### src/rtl/sw_ctrl.sv
// sw_ctrl: stopwatch sequencer.
// Turns the run button into start/pause/resume and clr into clear. Divides
// m_clk down to a 10 ms tick and keeps a 4-digit BCD count (SS.hh, 00.00 to
// 99.99 s) that feeds the display driver digits.
// Optional lap/freeze display: define SW_LAP_EN. Without it, lap is unused and
// the digit outputs always show the live count.
module sw_ctrl #(
  parameter int TICK_DIV = 500000,
  parameter int LOCK_CYC = 1000000
) (
  input  logic       m_clk,
  input  logic       m_rst,
  input  logic       run,
  input  logic       clr,
  input  logic       lap,
  output logic [3:0] digit0,
  output logic [3:0] digit1,
  output logic [3:0] digit2,
  output logic [3:0] digit3,
  output logic       m_sec,
  output logic       running,
  output logic       ovf
);

  localparam int PW = (TICK_DIV > 1) ? $clog2(TICK_DIV) : 1;
  localparam int LW = (LOCK_CYC > 1) ? $clog2(LOCK_CYC) : 1;
  localparam logic [PW-1:0] PRE_LAST  = PW'(TICK_DIV - 1);
  localparam logic [LW-1:0] LOCK_LOAD = LW'(LOCK_CYC - 1);

  typedef enum logic [1:0] {
    S_IDLE  = 2'd0,
    S_RUN   = 2'd1,
    S_PAUSE = 2'd2
  } state_t;

  state_t state;

  // Synchronizer and edge-detector stages for the asynchronous buttons.
  logic run_s1, run_s2, run_s3, run_edge;
  logic clr_s1, clr_s2;

  logic [LW-1:0] lock_cnt;
  logic [PW-1:0] pre;
  logic [3:0]    cnt0, cnt1, cnt2, cnt3;

  logic tick;
  logic clear_now;
  logic accept;
  logic c0, c1, c2, c3;

  // Two-flop synchronizers; the run edge is registered so a press seen at
  // edge N moves the FSM at edge N+3.
  always_ff @(posedge m_clk) begin
    if (m_rst) begin
      run_s1   <= 1'b0;
      run_s2   <= 1'b0;
      run_s3   <= 1'b0;
      run_edge <= 1'b0;
      clr_s1   <= 1'b0;
      clr_s2   <= 1'b0;
    end else begin
      run_s1   <= run;
      run_s2   <= run_s1;
      run_s3   <= run_s2;
      run_edge <= run_s2 & ~run_s3;
      clr_s1   <= clr;
      clr_s2   <= clr_s1;
    end
  end

  // Decode this cycle's tick, clear, accepted run edge and BCD carry chain.
  always_comb begin
    tick      = (state == S_RUN) && (pre == PRE_LAST);
    clear_now = (state == S_PAUSE) && clr_s2;
    // clr beats a simultaneous run edge in PAUSE; the discarded edge does not
    // start a lockout window.
    accept    = run_edge && (lock_cnt == '0) && !clear_now;
    c0        = tick && (cnt0 == 4'd9);
    c1        = c0 && (cnt1 == 4'd9);
    c2        = c1 && (cnt2 == 4'd9);
    c3        = c2 && (cnt3 == 4'd9);
  end

  // Debounce lockout: an accepted run edge blocks further edges for
  // LOCK_CYC cycles.
  always_ff @(posedge m_clk) begin
    if (m_rst) begin
      lock_cnt <= '0;
    end else if (accept) begin
      lock_cnt <= LOCK_LOAD;
    end else if (lock_cnt != '0) begin
      lock_cnt <= lock_cnt - LW'(1);
    end
  end

  // IDLE/RUN/PAUSE sequencer with registered running flag.
  always_ff @(posedge m_clk) begin
    if (m_rst) begin
      state   <= S_IDLE;
      running <= 1'b0;
    end else begin
      case (state)
        S_IDLE: begin
          if (accept) begin
            state   <= S_RUN;
            running <= 1'b1;
          end
        end
        S_RUN: begin
          if (accept) begin
            state   <= S_PAUSE;
            running <= 1'b0;
          end
        end
        S_PAUSE: begin
          if (clear_now) begin
            state   <= S_IDLE;
            running <= 1'b0;
          end else if (accept) begin
            state   <= S_RUN;
            running <= 1'b1;
          end
        end
        default: begin
          state   <= S_IDLE;
          running <= 1'b0;
        end
      endcase
    end
  end

  // 10 ms prescaler: counts only in RUN, holds in PAUSE so a resume finishes
  // the partial tick, zeroed by clear.
  always_ff @(posedge m_clk) begin
    if (m_rst || clear_now) begin
      pre <= '0;
    end else if (state == S_RUN) begin
      pre <= tick ? '0 : pre + PW'(1);
    end
  end

  // BCD cascade, sticky overflow and whole-second pulse.
  always_ff @(posedge m_clk) begin
    if (m_rst || clear_now) begin
      cnt0  <= 4'd0;
      cnt1  <= 4'd0;
      cnt2  <= 4'd0;
      cnt3  <= 4'd0;
      ovf   <= 1'b0;
      m_sec <= 1'b0;
    end else begin
      // Suppressed when the same edge leaves RUN, so m_sec never shows in PAUSE.
      m_sec <= c1 && !accept;
      if (tick) begin
        cnt0 <= c0 ? 4'd0 : cnt0 + 4'd1;
      end
      if (c0) begin
        cnt1 <= c1 ? 4'd0 : cnt1 + 4'd1;
      end
      if (c1) begin
        cnt2 <= c2 ? 4'd0 : cnt2 + 4'd1;
      end
      if (c2) begin
        cnt3 <= c3 ? 4'd0 : cnt3 + 4'd1;
      end
      if (c3) begin
        ovf <= 1'b1;
      end
    end
  end

`ifdef SW_LAP_EN
  logic        lap_s1, lap_s2, lap_s3, lap_edge;
  logic        frozen;
  logic [15:0] snap;

  // Lap button synchronizer and registered edge detect, same latency as run.
  always_ff @(posedge m_clk) begin
    if (m_rst) begin
      lap_s1   <= 1'b0;
      lap_s2   <= 1'b0;
      lap_s3   <= 1'b0;
      lap_edge <= 1'b0;
    end else begin
      lap_s1   <= lap;
      lap_s2   <= lap_s1;
      lap_s3   <= lap_s2;
      lap_edge <= lap_s2 & ~lap_s3;
    end
  end

  // Lap freeze: a lap edge in RUN toggles the freeze; entering IDLE releases it.
  always_ff @(posedge m_clk) begin
    if (m_rst) begin
      frozen <= 1'b0;
      snap   <= '0;
    end else if (clear_now) begin
      frozen <= 1'b0;
    end else if ((state == S_RUN) && lap_edge) begin
      frozen <= ~frozen;
      if (!frozen) begin
        snap <= {cnt3, cnt2, cnt1, cnt0};
      end
    end
  end

  // Display shows the snapshot while frozen, the live count otherwise.
  always_comb begin
    if (frozen) begin
      {digit3, digit2, digit1, digit0} = snap;
    end else begin
      {digit3, digit2, digit1, digit0} = {cnt3, cnt2, cnt1, cnt0};
    end
  end
`else
  logic lap_unused;
  assign lap_unused = lap;
  assign digit0 = cnt0;
  assign digit1 = cnt1;
  assign digit2 = cnt2;
  assign digit3 = cnt3;
`endif

endmodule

### config.mk
export PLATFORM = sky130hd
export DESIGN_NAME = sw_ctrl
export DESIGN_NICKNAME = d
export VERILOG_FILES = /design/src/rtl/sw_ctrl.sv
export SDC_FILE = /design/constraint.sdc
export NUM_CORES = 1
export LEC_CHECK = 0
export CAP_MARGIN = 40
export CORE_ASPECT_RATIO = 1.75
export CORE_MARGIN = 2
export CORE_UTILIZATION = 50
export DETAILED_ROUTE_END_ITERATION = 8
export GPL_TIMING_DRIVEN = 0
export PLACE_DENSITY = 0.75
export SETUP_SLACK_MARGIN = 0.5
export SYNTH_ARGS = -nofsm -noshare
export SYNTH_HDL_FRONTEND = slang
export SYNTH_SLANG_ARGS = --single-unit
### constraint.sdc
create_clock -name m_clk -period 2.7 [get_ports m_clk]
set_input_delay 0.27 -clock m_clk [delete_from_list [all_inputs] [get_ports m_clk]]
set_output_delay 0.27 -clock m_clk [all_outputs]
set_load 0.02 [all_outputs]
======== Word level (Yosys, flattened, before mapping) ========
Cells that the tools add are included.
storage, ports and cells
  register bits ........................... 66
  bits in latches ......................... 0
  memory bits (writable) .................. 0
  memory bits (read-only) ................. 0
  bits of input ports ..................... 5
  output and inout bits ................... 19
  logic and storage cells ................. 65
  memories ................................ 0
cells by class
  add/sub/neg operators ................... 6
  $mul .................................... 0
  div/mod/pow operators ................... 0
  order comparisons ....................... 0
  equality and inequality tests ........... 8
  shift-type cells ........................ 0
  mux-type cells .......................... 15
  bitwise logic cells ..................... 2
  reduce and logical (&&, ||, !) cells .... 17
operator list
  cell                                                number
  2-to-1 mux 20 bit                                   2
  logical NOT 20 bit                                  1
  nonzero test 20 bit                                 1
  subtractor 20 x 1 -> 20 bit, second input constant  1
  adder 19 x 1 -> 19 bit, second input constant       1
  == test 19 bit, second input constant               1
  2-to-1 mux 19 bit                                   1
  adder 4 x 1 -> 4 bit, second input constant         4
  == test 4 bit, second input constant                4
  2-to-1 mux 4 bit                                    4
  logical AND 1 bit                                   9
  2-to-1 mux 2 bit                                    3
  case mux 2 bit (3 select lines)                     1
  2-to-1 mux 1 bit                                    3
  case mux 1 bit (3 select lines)                     1
  == test 2 x 1 -> 1 bit, second input constant       1
  == test 2 bit, second input constant                1
  logical NOT 1 bit                                   2
  logical NOT 2 bit                                   1
  inequality test 2 bit, second input constant        1
  nonzero test 2 bit                                  1
  OR reduction 2 bit                                  1
  AND 1 bit                                           1
  logical OR 1 bit                                    1
  NOT 1 bit                                           1

======== Logic depth before layout (Yosys ltp) ========
Gate-level depths: netlist of run 1.
  depth after elaboration ................. 7
  depth in mapped cells ................... 8

======== Least setup slack after synthesis of run 1 ========
No wires, ideal clock.
  path type ............................... register -> register
  start point ............................. register pre[7]
  end point ............................... register cnt2[1] (netlist: digit2[1])
  arrival time ............................ 2.122 ns
  required time ........................... 2.630 ns
  slack ................................... 0.507 ns
  stages on the path, launching flop included .. 6
  path buffers ............................ 1
  clock period less this slack ............ 2.193 ns
  cell sequence ........................... dfxtp_1 -> or4b_4 -> or4_4 -> buf_6 -> or4_1 -> a21oi_1
between the ends
  longest elaborated chain between the ends .. 6
ends and longest elaborated chain
  item                    RTL line  RTL
  start, declared         43        logic [PW-1:0] pre;
  start signal, assigned  138       pre <= tick ? '0 : pre + PW'(1);
  == test 19 bit (*)      73        tick = (state == S_RUN) && (pre == PRE_LAST);
  logical AND 1 bit (*)   73
  logical AND 1 bit (*)   78        c0 = tick && (cnt0 == 4'd9);
  logical AND 1 bit (*)   79        c1 = c0 && (cnt1 == 4'd9);
  logical AND 1 bit       80        c2 = c1 && (cnt2 == 4'd9);
  2-to-1 mux 4 bit        161       cnt2 <= c2 ? 4'd0 : cnt2 + 4'd1;
  end signal, assigned    161
  end, declared           44        logic [3:0] cnt0, cnt1, cnt2, cnt3;
Every way passes the cells marked *; elsewhere a longest branch is shown, timed or not.
A chain may end at the register's enable or synchronous reset.

======== Worst setup path in the final report of run 1 ========
Ends and elaborated chain as after synthesis.

==> results by group, run 1 <==
Setup path
  • Worst setup EP type: flop
  • Worst Setup Start Kind: flop
  • WP buf/inv: 1
  • Worst path cell trace: or4b_4 > or4_4 > buf_6 > or4_1 > a21oi_2
  • Crit path max-delay family: simple AND/OR/NAND/NOR gates
  • Slowest stage delay, CP: 0.57 ns
  • Critical path arrival: 2.46 ns
  • Kind of critical path: flop to flop
  • Critical Path Fanout Max: 7
  • Critical-path top delay cell: or4b_4
  • Worst Path Required: between 2 and 3 ns

Run
  • Max-Cap Viols: 0

Final layout
  • Nets: between 400 and 500
  • Layout area overhead: 23.9%
  • N_diodes: 0
  • Share of post-route cells with drive strength above 1: 0.142

GRT
  • Largest net degree at the start of global routing: 13
  • Global-route wire length before repair: about 13 mm
  • Number of global-route vias before repair: just over 3,000
  • Initial antenna violation count: 0
  • Gr ovfl total: 0
  • Total Routing Usage GR: 0.232

Floorplanning
  • Initial Utilization: 0.514
  • Overall die height: about 110 um
  • Io pins: 24
  • Core area: 6490 um2
  • Die W: approximately 66 um
  • Row count: 39
  • Die area: around 7400 um2

Synth
  • Warnings, synthesis: 0
  • Mapped Area: roughly 3300 um2
  • Post-synth EDFFs: 0
  • Post-synthesis cell type count: 50
  • Async SR Flop Fraction: 0
  • Mapped Cells: around 390
  • Sequential area share after synthesis: 0.396
  • Syn avg cell area: approximately 8.5 um2
  • Syn_nets: slightly above 400
  • Yosys reg bits: 66
  • Ys flop type: dfxtp_1

Status
  • Status: complete, no violations

Timing
  • Worst Skew: 0.0122 ns
  • Unrepaired setup endpoints after global routing: true
  • Max_slew headroom: 0.592
  • Final Cycle Share: 0.813
  • Tmin final: about 2.2 ns
  • Fin. max-slew vios: 0
  • Final hold viol count: 0
  • Setup WS post-layout: approximately 0.5 ns
  • F_max: roughly 0.46 GHz
  • Final setup fails: 0
  • Pin slew with the least headroom to its limit: ~0.61 ns

Clock tree
  • Clock Pin Slew Worst Setup and Hold Paths: about 0.06 ns
  • Clock buffer count from CTS: 9
  • Worst-skew pair later-pin latency: approximately 0.34 ns
  • Root Buffer Master: clkbuf_16
  • CTS H-tree depth: 3
  • Number of clock sinks: 66
  • CTS tree: done
  • Clock tree buffer depth: 2

Drt
  • DR pass1 iterations: 5
  • Iteration-0 DRC count of the detailed router: 235
  • Wire per inst: 16.1 um
  • DRC violations left: 0
  • Vias per inst: 6.12
  • Via Count: roughly 3,200
  • Post-Route WL: approximately 8.4 mm
  • Remaining antenna violation count: 0

Placed design
  • Post-DP HPWL: 5.81 mm
  • PortBufs: 22
  • Setup WS pre-CTS: -0.124 ns
  • GPL Wtd Cong: approximately 0.9

Hold path
  • Hold crit path type: flop to flop

Pwr
  • Total Power: around 3.6 mW
  • Peak VDD IR: roughly 790 uV
  • Leakage: ~1.4 nW
  • PD cells: about 880 nW/um2
==> cell type report <==
cell class	instances	area [um2]
Fill cell	551	2360
Multi-Input combinational cell	289	1960
Inverter	19	71.3
Timing Repair Buffer	30	283
Clock buffer	10	239
Tap cell	82	103
Sequential cell	66	1330
Buffer	18	86.3
Clock inverter	6	65.1
==> metal layers <==
metal / global-route usage / share of wire / vias to the layer above
li1: - / - / 1564
met1: 0.235 / 0.39 / 1522
met2: 0.420 / 0.55 / 75
met3: 0.0481 / 0.027 / 23
met4: 0.139 / 0.027 / 0
met5: 0 / 0 / -
==> synthesized netlist by cell type, types with 2 or more instances <==
cell	n	area, um2
and3b_1	3	26.3
xnor2_1	4	35.0
nor4b_1	2	17.5
nand4_1	11	68.8
mux2_2	2	22.5
nand3_1	15	75.1
nor2_1	20	75.1
o31ai_1	12	90.1
nor4_1	8	50.1
xor2_1	6	52.6
o21ai_0	19	95.1
clkbuf_1	16	60.1
o41ai_1	4	35.0
nand3b_1	3	22.5
ha_1	11	138
and3_1	7	43.8
or2_2	6	37.5
a211oi_1	3	22.5
nand4b_1	4	35.0
a2111o_1	2	22.5
dfxtp_1	66	1320
or3_1	16	100
mux2i_1	4	40.0
a21oi_1	31	155
a31oi_1	14	87.6
inv_1	19	71.3
o211ai_1	3	22.5
and2_1	2	12.5
nor3_1	11	55.1
nor2b_1	8	50.1
nand2b_1	2	12.5
nand2_1	23	86.3
a31o_2	2	17.5
or4_1	17	128
==> logic make-up after synthesis <==
family	synth area share
simple gates	0.290
buf+inv	0.0443
compound gates	0.183
mux	0.0188
xor+xnor	0.0263
flops	0.396
fa+ha+maj	0.0413
==> per-stage QoR <==
stage          hold WS [ns]  TNS [ns]  std cells  utilization  area (um2)
2_1_floorplan         0.349         0        392            -        3330
3_3_place_gp          0.381    -0.873        496        0.564        3660
3_5_place_dp          0.387     -1.04        497        0.565        3670
4_1_cts               0.393         0        519        0.627        4070
5_1_grt               0.416         0        520        0.637        4130
6_report              0.390         0        520        0.637        4130
==> worst register-to-register path: cells and delay by family (launching register included) <==
family / cells / cell delay [ns]
flip-flops: 1 / 0.34
AO/OA/AOI/OAI: 1 / 0.13
buffers and inverters: 1 / 0.16
AND/OR/NAND/NOR: 3 / 1.51
==> worst paths after layout <==
check,startpoint,endpoint,slack [ns],cells after the start
worst min register to register,run_s3$_SDFF_PP0_,run_edge$_SDFF_PP0_,0.39,1
worst min-delay path,run_s3$_SDFF_PP0_,run_edge$_SDFF_PP0_,0.39,1
worst max register to register,pre[7]$_SDFFE_PP0P_,digit2[1]$_SDFFE_PP0N_,0.50,5
worst max-delay path,pre[7]$_SDFFE_PP0P_,digit2[1]$_SDFFE_PP0N_,0.50,5
==> flip-flops by register name, summed over array words and instances, names as in the netlist, 2 cells and up <==
register  count
digit0        4
digit1        4
digit2        4
digit3        4
lock_cnt     20
pre          19
state         2
==> placed cells by master, fill, tap and decap left out, types with 5 or more instances in the layout <==
master	instances
nand2_1	23
ha_1	11
clkbuf_16	9
nand4_1	11
buf_4	6
o21ai_0	17
or3_1	16
clkbuf_1	10
nor2b_1	8
nor2_1	20
or4_1	16
o31ai_1	12
nor4_1	5
clkdlybuf4s50_1	22
or2_2	6
nor3_1	8
xor2_1	6
inv_1	19
and3_1	7
a31oi_1	14
dfxtp_1	63
a21oi_1	30
nand3_1	14
==> what timing repair did <==
item                       in CTS  in global routing
pin swaps                       4                  1
setup endpoints to repair      56                 35
cloned                          0                  0
gates resized for setup        16                 15
hold buffers                    0                  0
hold endpoints to repair        0                  0
buffers inserted                6                  0
==> power by group <==
| group | internal (mW) | leakage, nW | total (mW) | switching, mW |
|---|---|---|---|---|
| Clock | 0.741 | 0.149 | 1.19 | 0.451 |
| Sequential | 1.10 | 0.537 | 1.26 | 0.156 |
| Combinational | 0.461 | 0.751 | 1.17 | 0.708 |
Note: power is estimated with default switching activity, not from simulation.
==> run 2: changes to the inputs <==
==> constraint.sdc (replaced) <==
create_clock -name m_clk -period 2.29 [get_ports m_clk]
set_input_delay 0.229 -clock m_clk [delete_from_list [all_inputs] [get_ports m_clk]]
set_output_delay 0.229 -clock m_clk [all_outputs]
set_load 0.02 [all_outputs]
==> results by group, run 2 (synthesis results as in run 1) <==
Setup path
  • Critical Path Fanout Max: 7 (unchanged)
  • Critical path arrival: 2.47 ns (was 2.46 ns)
  • Worst Setup Start Kind: flop (unchanged)
  • Worst Path Required: 2.55 ns (was 2.97 ns)
  • Worst setup EP type: flop (unchanged)
  • Kind of critical path: flop to flop (unchanged)

Run
  • Max-Cap Viols: 0 (unchanged)

Timing
  • Pin slew with the least headroom to its limit: 0.608 ns (was 0.606 ns)
  • Final Cycle Share: 0.963 (was 0.813)
  • F_max: 0.454 GHz (was 0.455 GHz)
  • Max_slew headroom: 0.595 (was 0.592)
  • Final hold viol count: 0 (unchanged)
  • Tmin final: 2.20 ns (about the same)
  • Worst Skew: 0.00800 ns (was 0.0122 ns)
  • Final setup fails: 0 (unchanged)
  • Unrepaired setup endpoints after global routing: true (unchanged)
  • Fin. max-slew vios: 0 (unchanged)
  • Worst hold slack: 0.422 ns (was 0.390 ns)

Floorplanning
  • Overall die height: 112 um (unchanged)
  • Row count: 39 (unchanged)
  • Initial Utilization: 0.514 (unchanged)
  • Die W: 65.7 um (unchanged)
  • Core area: 6490 um2 (unchanged)
  • Io pins: 24 (unchanged)
  • Die area: 7360 um2 (unchanged)

Final layout
  • Nets: 490 (was 449)
  • Fill cell count: 416 (was 551)
  • Fin util: 0.765 (was 0.637)
  • Area occupied by multi-input gates: 2290 um2 (was 1960 um2)
  • Most common cell after layout, fill and taps aside: dfxtp_1 (unchanged)
  • Largest Register: lock_cnt (unchanged)
  • Seq. cell area: 1350 um2 (was 1330 um2)
  • Non-filler instance count after layout: 560 (was 520)
  • Highest-count cells in the layout ignoring fill and taps: 52 x dfxtp_1, 31 x buf_4, 22 x nand2_1, 22 x a21oi_1, 22 x clkdlybuf4s50_1 (was 63 x dfxtp_1, 30 x a21oi_1, 23 x nand2_1)
  • Share of post-route cells with drive strength above 1: 0.339 (was 0.142)
  • Layout area overhead: 48.8% (was 23.9%)
  • Max reg flops: 20 (unchanged)
  • N_diodes: 0 (unchanged)
  • Top flop regs: lock_cnt x20, pre x19 (unchanged)

Pwr
  • PD cells: 1100 nW/um2 (was 875 nW/um2)
  • Leakage: 1.81 nW (was 1.44 nW)
  • Total Power: 5.47 mW (was 3.62 mW)
  • Peak VDD IR: 1310 uV (was 787 uV)

Clock tree
  • CTS H-tree depth: 3 (unchanged)
  • Root Buffer Master: clkbuf_16 (unchanged)
  • Clock buffer count from CTS: 9 (unchanged)
  • CTS tree: done (unchanged)
  • Worst-skew pair later-pin latency: 0.34 ns (about the same)
  • Clock tree buffer depth: 2 (unchanged)
  • Number of clock sinks: 66 (unchanged)
  • Clock Pin Slew Worst Setup and Hold Paths: 0.06 ns (about the same)

Placed design
  • Post-Place Cells: 499 (was 497)
  • Post-DP HPWL: 6.05 mm (was 5.81 mm)
  • PortBufs: 22 (unchanged)
  • GPL Wtd Cong: 0.819 (was 0.879)

Hold path
  • Hold crit path type: flop to flop (unchanged)

GRT
  • Gr ovfl total: 0 (unchanged)
  • Number of global-route vias before repair: 3,552 (was 3,023)
  • Total Routing Usage GR: 0.280 (was 0.232)
  • Initial antenna violation count: 0 (unchanged)
  • Global-route wire length before repair: 16.2 mm (was 13.5 mm)
  • Largest net degree at the start of global routing: 12 (was 13)

Drt
  • Via Count: 3,550 (was 3,184)
  • Remaining antenna violation count: 0 (unchanged)
  • Post-Route WL: 10.6 mm (was 8.40 mm)
  • Metal1 wirelength: 3.76 mm (was 3.28 mm)
  • Met3 routed WL: 413 um (was 226 um)
  • DR pass1 iterations: 5 (unchanged)
  • Vias per inst: 6.34 (was 6.12)
  • Wire per inst: 18.9 um (was 16.1 um)
  • DRC violations left: 0 (unchanged)
  • Routed wl met2: 5.95 mm (was 4.66 mm)
  • Iteration-0 DRC count of the detailed router: 289 (was 235)
  • Highest Signal Layer: met4 (unchanged)

Status
  • Status: complete, no violations (unchanged)
[run 2: cell types whose count changed in the layout (fill, tap and decap cells not counted), moves of 8 or more]
| cell | previous run | this run |
|---|---|---|
| nor2_1 | 20 | 12 |
| buf_6 | 1 | 17 |
| buf_4 | 6 | 31 |
| dfxtp_2 | 2 | 10 |
| a21oi_1 | 30 | 22 |
| a21oi_2 | 1 | 9 |
| dfxtp_1 | 63 | 52 |
[run 2: final cells by class]
| cell class | count | area share |
|---|---|---|
| plain buffers | 18 | 0.0292 |
| clock inverters | 5 | 0.0207 |
| repair buffers | 70 | 0.133 |
| inverters | 19 | 0.0149 |
| multi-input cells | 290 | 0.462 |
| clock buffers | 10 | 0.0482 |
| flip-flops and latches | 66 | 0.272 |
| well taps | 82 | 0.0207 |
[run 2: report_power, final]
group	total, mW	internal [mW]	switching [mW]
logic	2.36	1.15	1.21
clock network	1.58	1.08	0.500
registers	1.52	1.31	0.212
total	5.47	3.55	1.92
[run 2: stage by stage]
| stage | TNS [ns] | instance area, um2 | setup WS (ns) |
|---|---|---|---|
| 2_1_floorplan | 0 | 3440 | 0.218 |
| 3_3_place_gp | -0.658 | 3760 | -0.156 |
| 3_5_place_dp | -0.000315 | 3780 | -0.000315 |
| 4_1_cts | 0 | 4590 | 0.123 |
| 5_1_grt | 0 | 4960 | 0.0256 |
| 6_report | 0 | 4960 | 0.0856 |
[run 2: critical path, cell delays in order (launching register included)]
cell and delay (ns):
dfxtp_4 0.34, or4b_4 0.56, or4_4 0.47, buf_6 0.16, or4_1 0.47, a21oi_1 0.14
[run 2: final timing paths]
path                            endpoint                 start  slack, ns  cells after the start
hold / removal       run_edge$_SDFF_PP0_     run_s3$_SDFF_PP0_       0.42                      1
setup / recovery  digit2[1]$_SDFFE_PP0N_  pre[12]$_SDFFE_PP0P_       0.09                      5
hold reg to reg      run_edge$_SDFF_PP0_     run_s3$_SDFF_PP0_       0.42                      1
setup reg to reg  digit2[1]$_SDFFE_PP0N_  pre[12]$_SDFFE_PP0P_       0.09                      5
[run 2: what timing repair did]
item,4_1_cts,5_1_grt
pin swaps,14,33
setup endpoints to repair,59,57
gates resized for setup,59,68
buffers inserted,31,12
hold buffers,0,0
cloned,2,1
[run 2: layer usage]
metal,vias up,global-route usage
met3,40,0.0581
met5,-,0
met4,0,0.161
met1,1734,0.274
met2,125,0.520
li1,1651,-
==> run 3: changes to the inputs <==
==> constraint.sdc (replaced) <==
create_clock -name m_clk -period 2.54 [get_ports m_clk]
set_input_delay 0.254 -clock m_clk [delete_from_list [all_inputs] [get_ports m_clk]]
set_output_delay 0.254 -clock m_clk [all_outputs]
set_load 0.02 [all_outputs]
==> results by group, run 3 (synthesis results as in run 1) <==
Status
  • Status: complete, no violations (unchanged)

Run
  • Max-Cap Viols: 0 (unchanged)

Hold path
  • Hold crit path type: flop to flop (unchanged)

Setup path
  • WP buf/inv: 3 (was 1)
  • Worst Setup Start Kind: flop (unchanged)
  • Critical path arrival: 2.50 ns (was 2.47 ns)
  • Worst Path Required: 2.81 ns (was 2.55 ns)
  • Crit path max-delay family: simple AND/OR/NAND/NOR gates (unchanged)
  • Critical Path Fanout Max: 5 (was 7)
  • Slowest stage delay, CP: 0.59 ns (was 0.56 ns)
  • Critical-path top delay cell: or4b_4 (unchanged)
  • Worst setup EP type: flop (unchanged)
  • Kind of critical path: flop to flop (unchanged)
  • Worst path cell trace: or4b_4 > or4_4 > buf_6 > buf_12 > buf_4 > o31ai_1 > and3_1 (was or4b_4 > or4_4 > buf_6 > or4_1 > a21oi_1)

Clock tree
  • Worst-skew pair later-pin latency: 0.34 ns (about the same)
  • Root Buffer Master: clkbuf_16 (unchanged)
  • Clock buffer count from CTS: 9 (unchanged)
  • Clock Pin Slew Worst Setup and Hold Paths: 0.05 ns (was 0.06 ns)
  • CTS tree: done (unchanged)
  • Cts hold-fix bufs: 0 (unchanged)
  • Clock tree buffer depth: 2 (unchanged)
  • Number of clock sinks: 66 (unchanged)
  • CTS H-tree depth: 3 (unchanged)

Floorplanning
  • Io pins: 24 (unchanged)
  • Overall die height: 112 um (unchanged)
  • Die W: 65.7 um (unchanged)
  • Initial Utilization: 0.514 (unchanged)
  • Die area: 7360 um2 (unchanged)
  • Row count: 39 (unchanged)
  • Core area: 6490 um2 (unchanged)

Timing
  • Fin. max-slew vios: 0 (unchanged)
  • Final hold viol count: 0 (unchanged)
  • Worst Skew: 0.00850 ns (was 0.00800 ns)
  • Setup WS post-layout: 0.312 ns (was 0.0856 ns)
  • Max_slew headroom: 0.532 (was 0.595)
  • F_max: 0.449 GHz (was 0.454 GHz)
  • Tmin final: 2.23 ns (was 2.20 ns)
  • Unrepaired setup endpoints after global routing: true (unchanged)
  • Post-route setup TNS: 0 ns (unchanged)
  • Worst hold slack: 0.384 ns (was 0.422 ns)
  • Final setup fails: 0 (unchanged)
  • Final Cycle Share: 0.877 (was 0.963)
  • Pin slew with the least headroom to its limit: 0.699 ns (was 0.608 ns)

Final layout
  • Max reg flops: 20 (unchanged)
  • Layout area overhead: 30.0% (was 48.8%)
  • Top flop regs: lock_cnt x20, pre x19 (unchanged)
  • N_diodes: 0 (unchanged)
  • Largest Register: lock_cnt (unchanged)
  • Most common cell after layout, fill and taps aside: dfxtp_1 (unchanged)
  • Highest-count cells in the layout ignoring fill and taps: 57 x dfxtp_1, 29 x a21oi_1, 23 x nand2_1 (was 52 x dfxtp_1, 31 x buf_4, 22 x nand2_1, 22 x a21oi_1, 22 x clkdlybuf4s50_1)
  • Share of post-route cells with drive strength above 1: 0.203 (was 0.339)
  • Fill cell count: 492 (was 416)
  • Nets: 459 (was 490)

GRT
  • Initial antenna violation count: 0 (unchanged)
  • Largest net degree at the start of global routing: 12 (unchanged)
  • Global-route wire length before repair: 13.8 mm (was 16.2 mm)
  • Number of global-route vias before repair: 3,084 (was 3,552)
  • Total Routing Usage GR: 0.238 (was 0.280)
  • Gr ovfl total: 0 (unchanged)

Drt
  • Wire per inst: 16.5 um (was 18.9 um)
  • DRC violations left: 0 (unchanged)
  • Remaining antenna violation count: 0 (unchanged)
  • Post-Route WL: 8.72 mm (was 10.6 mm)
  • DR pass1 iterations: 5 (unchanged)
  • Iteration-0 DRC count of the detailed router: 194 (was 289)
  • Vias per inst: 6.16 (was 6.34)
  • Via Count: 3,267 (was 3,550)

Placed design
  • GPL Wtd Cong: 0.858 (was 0.819)
  • PortBufs: 22 (unchanged)
  • Post-DP HPWL: 5.89 mm (was 6.05 mm)
  • Setup WS pre-CTS: -0.00334 ns (was -0.000315 ns)

Pwr
  • Total Power: 4.03 mW (was 5.47 mW)
  • Leakage: 1.55 nW (was 1.81 nW)
  • PD cells: 929 nW/um2 (was 1100 nW/um2)
  • Peak VDD IR: 932 uV (was 1310 uV)
run 3: cell count changes in the layout (fill, tap and decap cells not counted), sizes merged:
cell	change
clkbuf	+5
nand3	-1
buf	-35
clkdlybuf4s18	+1
clkinv	+2
bufinv	-2
run 3: repair_timing:
item,in CTS,in global routing
resized for setup,31,30
buffers inserted,11,5
pin swaps,9,5
endpoints found under the setup margin,57,58
run 3: per-layer routing:
metal	track usage	wire, um	vias to the layer above
met5	0	0	-
met4	0.146	338	0
met3	0.0561	261	24
met2	0.429	4860	87
met1	0.237	3270	1576
li1	-	-	1580
run 3: final timing paths:
kind	from	cells past startpoint	slack, ns	to
worst max-delay path	pre[7]$_SDFFE_PP0P_	7	0.31	digit2[3]$_SDFFE_PP0N_
worst min-delay path	run_s3$_SDFF_PP0_	1	0.38	run_edge$_SDFF_PP0_
worst max register to register	pre[7]$_SDFFE_PP0P_	7	0.31	digit2[3]$_SDFFE_PP0N_
worst min register to register	run_s3$_SDFF_PP0_	1	0.38	run_edge$_SDFF_PP0_
run 3: area by class of cell:
| class | count | area (um2) | area share |
|---|---|---|---|
| timing repair buffer | 40 | 370 | 0.0855 |
| tap | 82 | 103 | 0.0237 |
| buffer | 18 | 105 | 0.0242 |
| clock buffer | 11 | 253 | 0.0583 |
| sequential | 66 | 1340 | 0.308 |
| clock inverter | 5 | 52.6 | 0.0121 |
| multi-input combinational | 289 | 2040 | 0.472 |
| inverter | 19 | 71.3 | 0.0165 |
run 3: report_power, final:
| part | internal [mW] | total (mW) | switching (mW) |
|---|---|---|---|
| sequential | 1.17 | 1.35 | 0.181 |
| combinational | 0.618 | 1.42 | 0.805 |
| clock | 0.807 | 1.25 | 0.443 |
run 3: metrics by stage:
stage,utilization,cell area (um2),instances
after floorplan,-,3350,392
after global placement,0.565,3670,496
after detailed placement,0.568,3690,498
after CTS,0.646,4190,525
after global routing,0.668,4330,530
final,0.668,4330,530
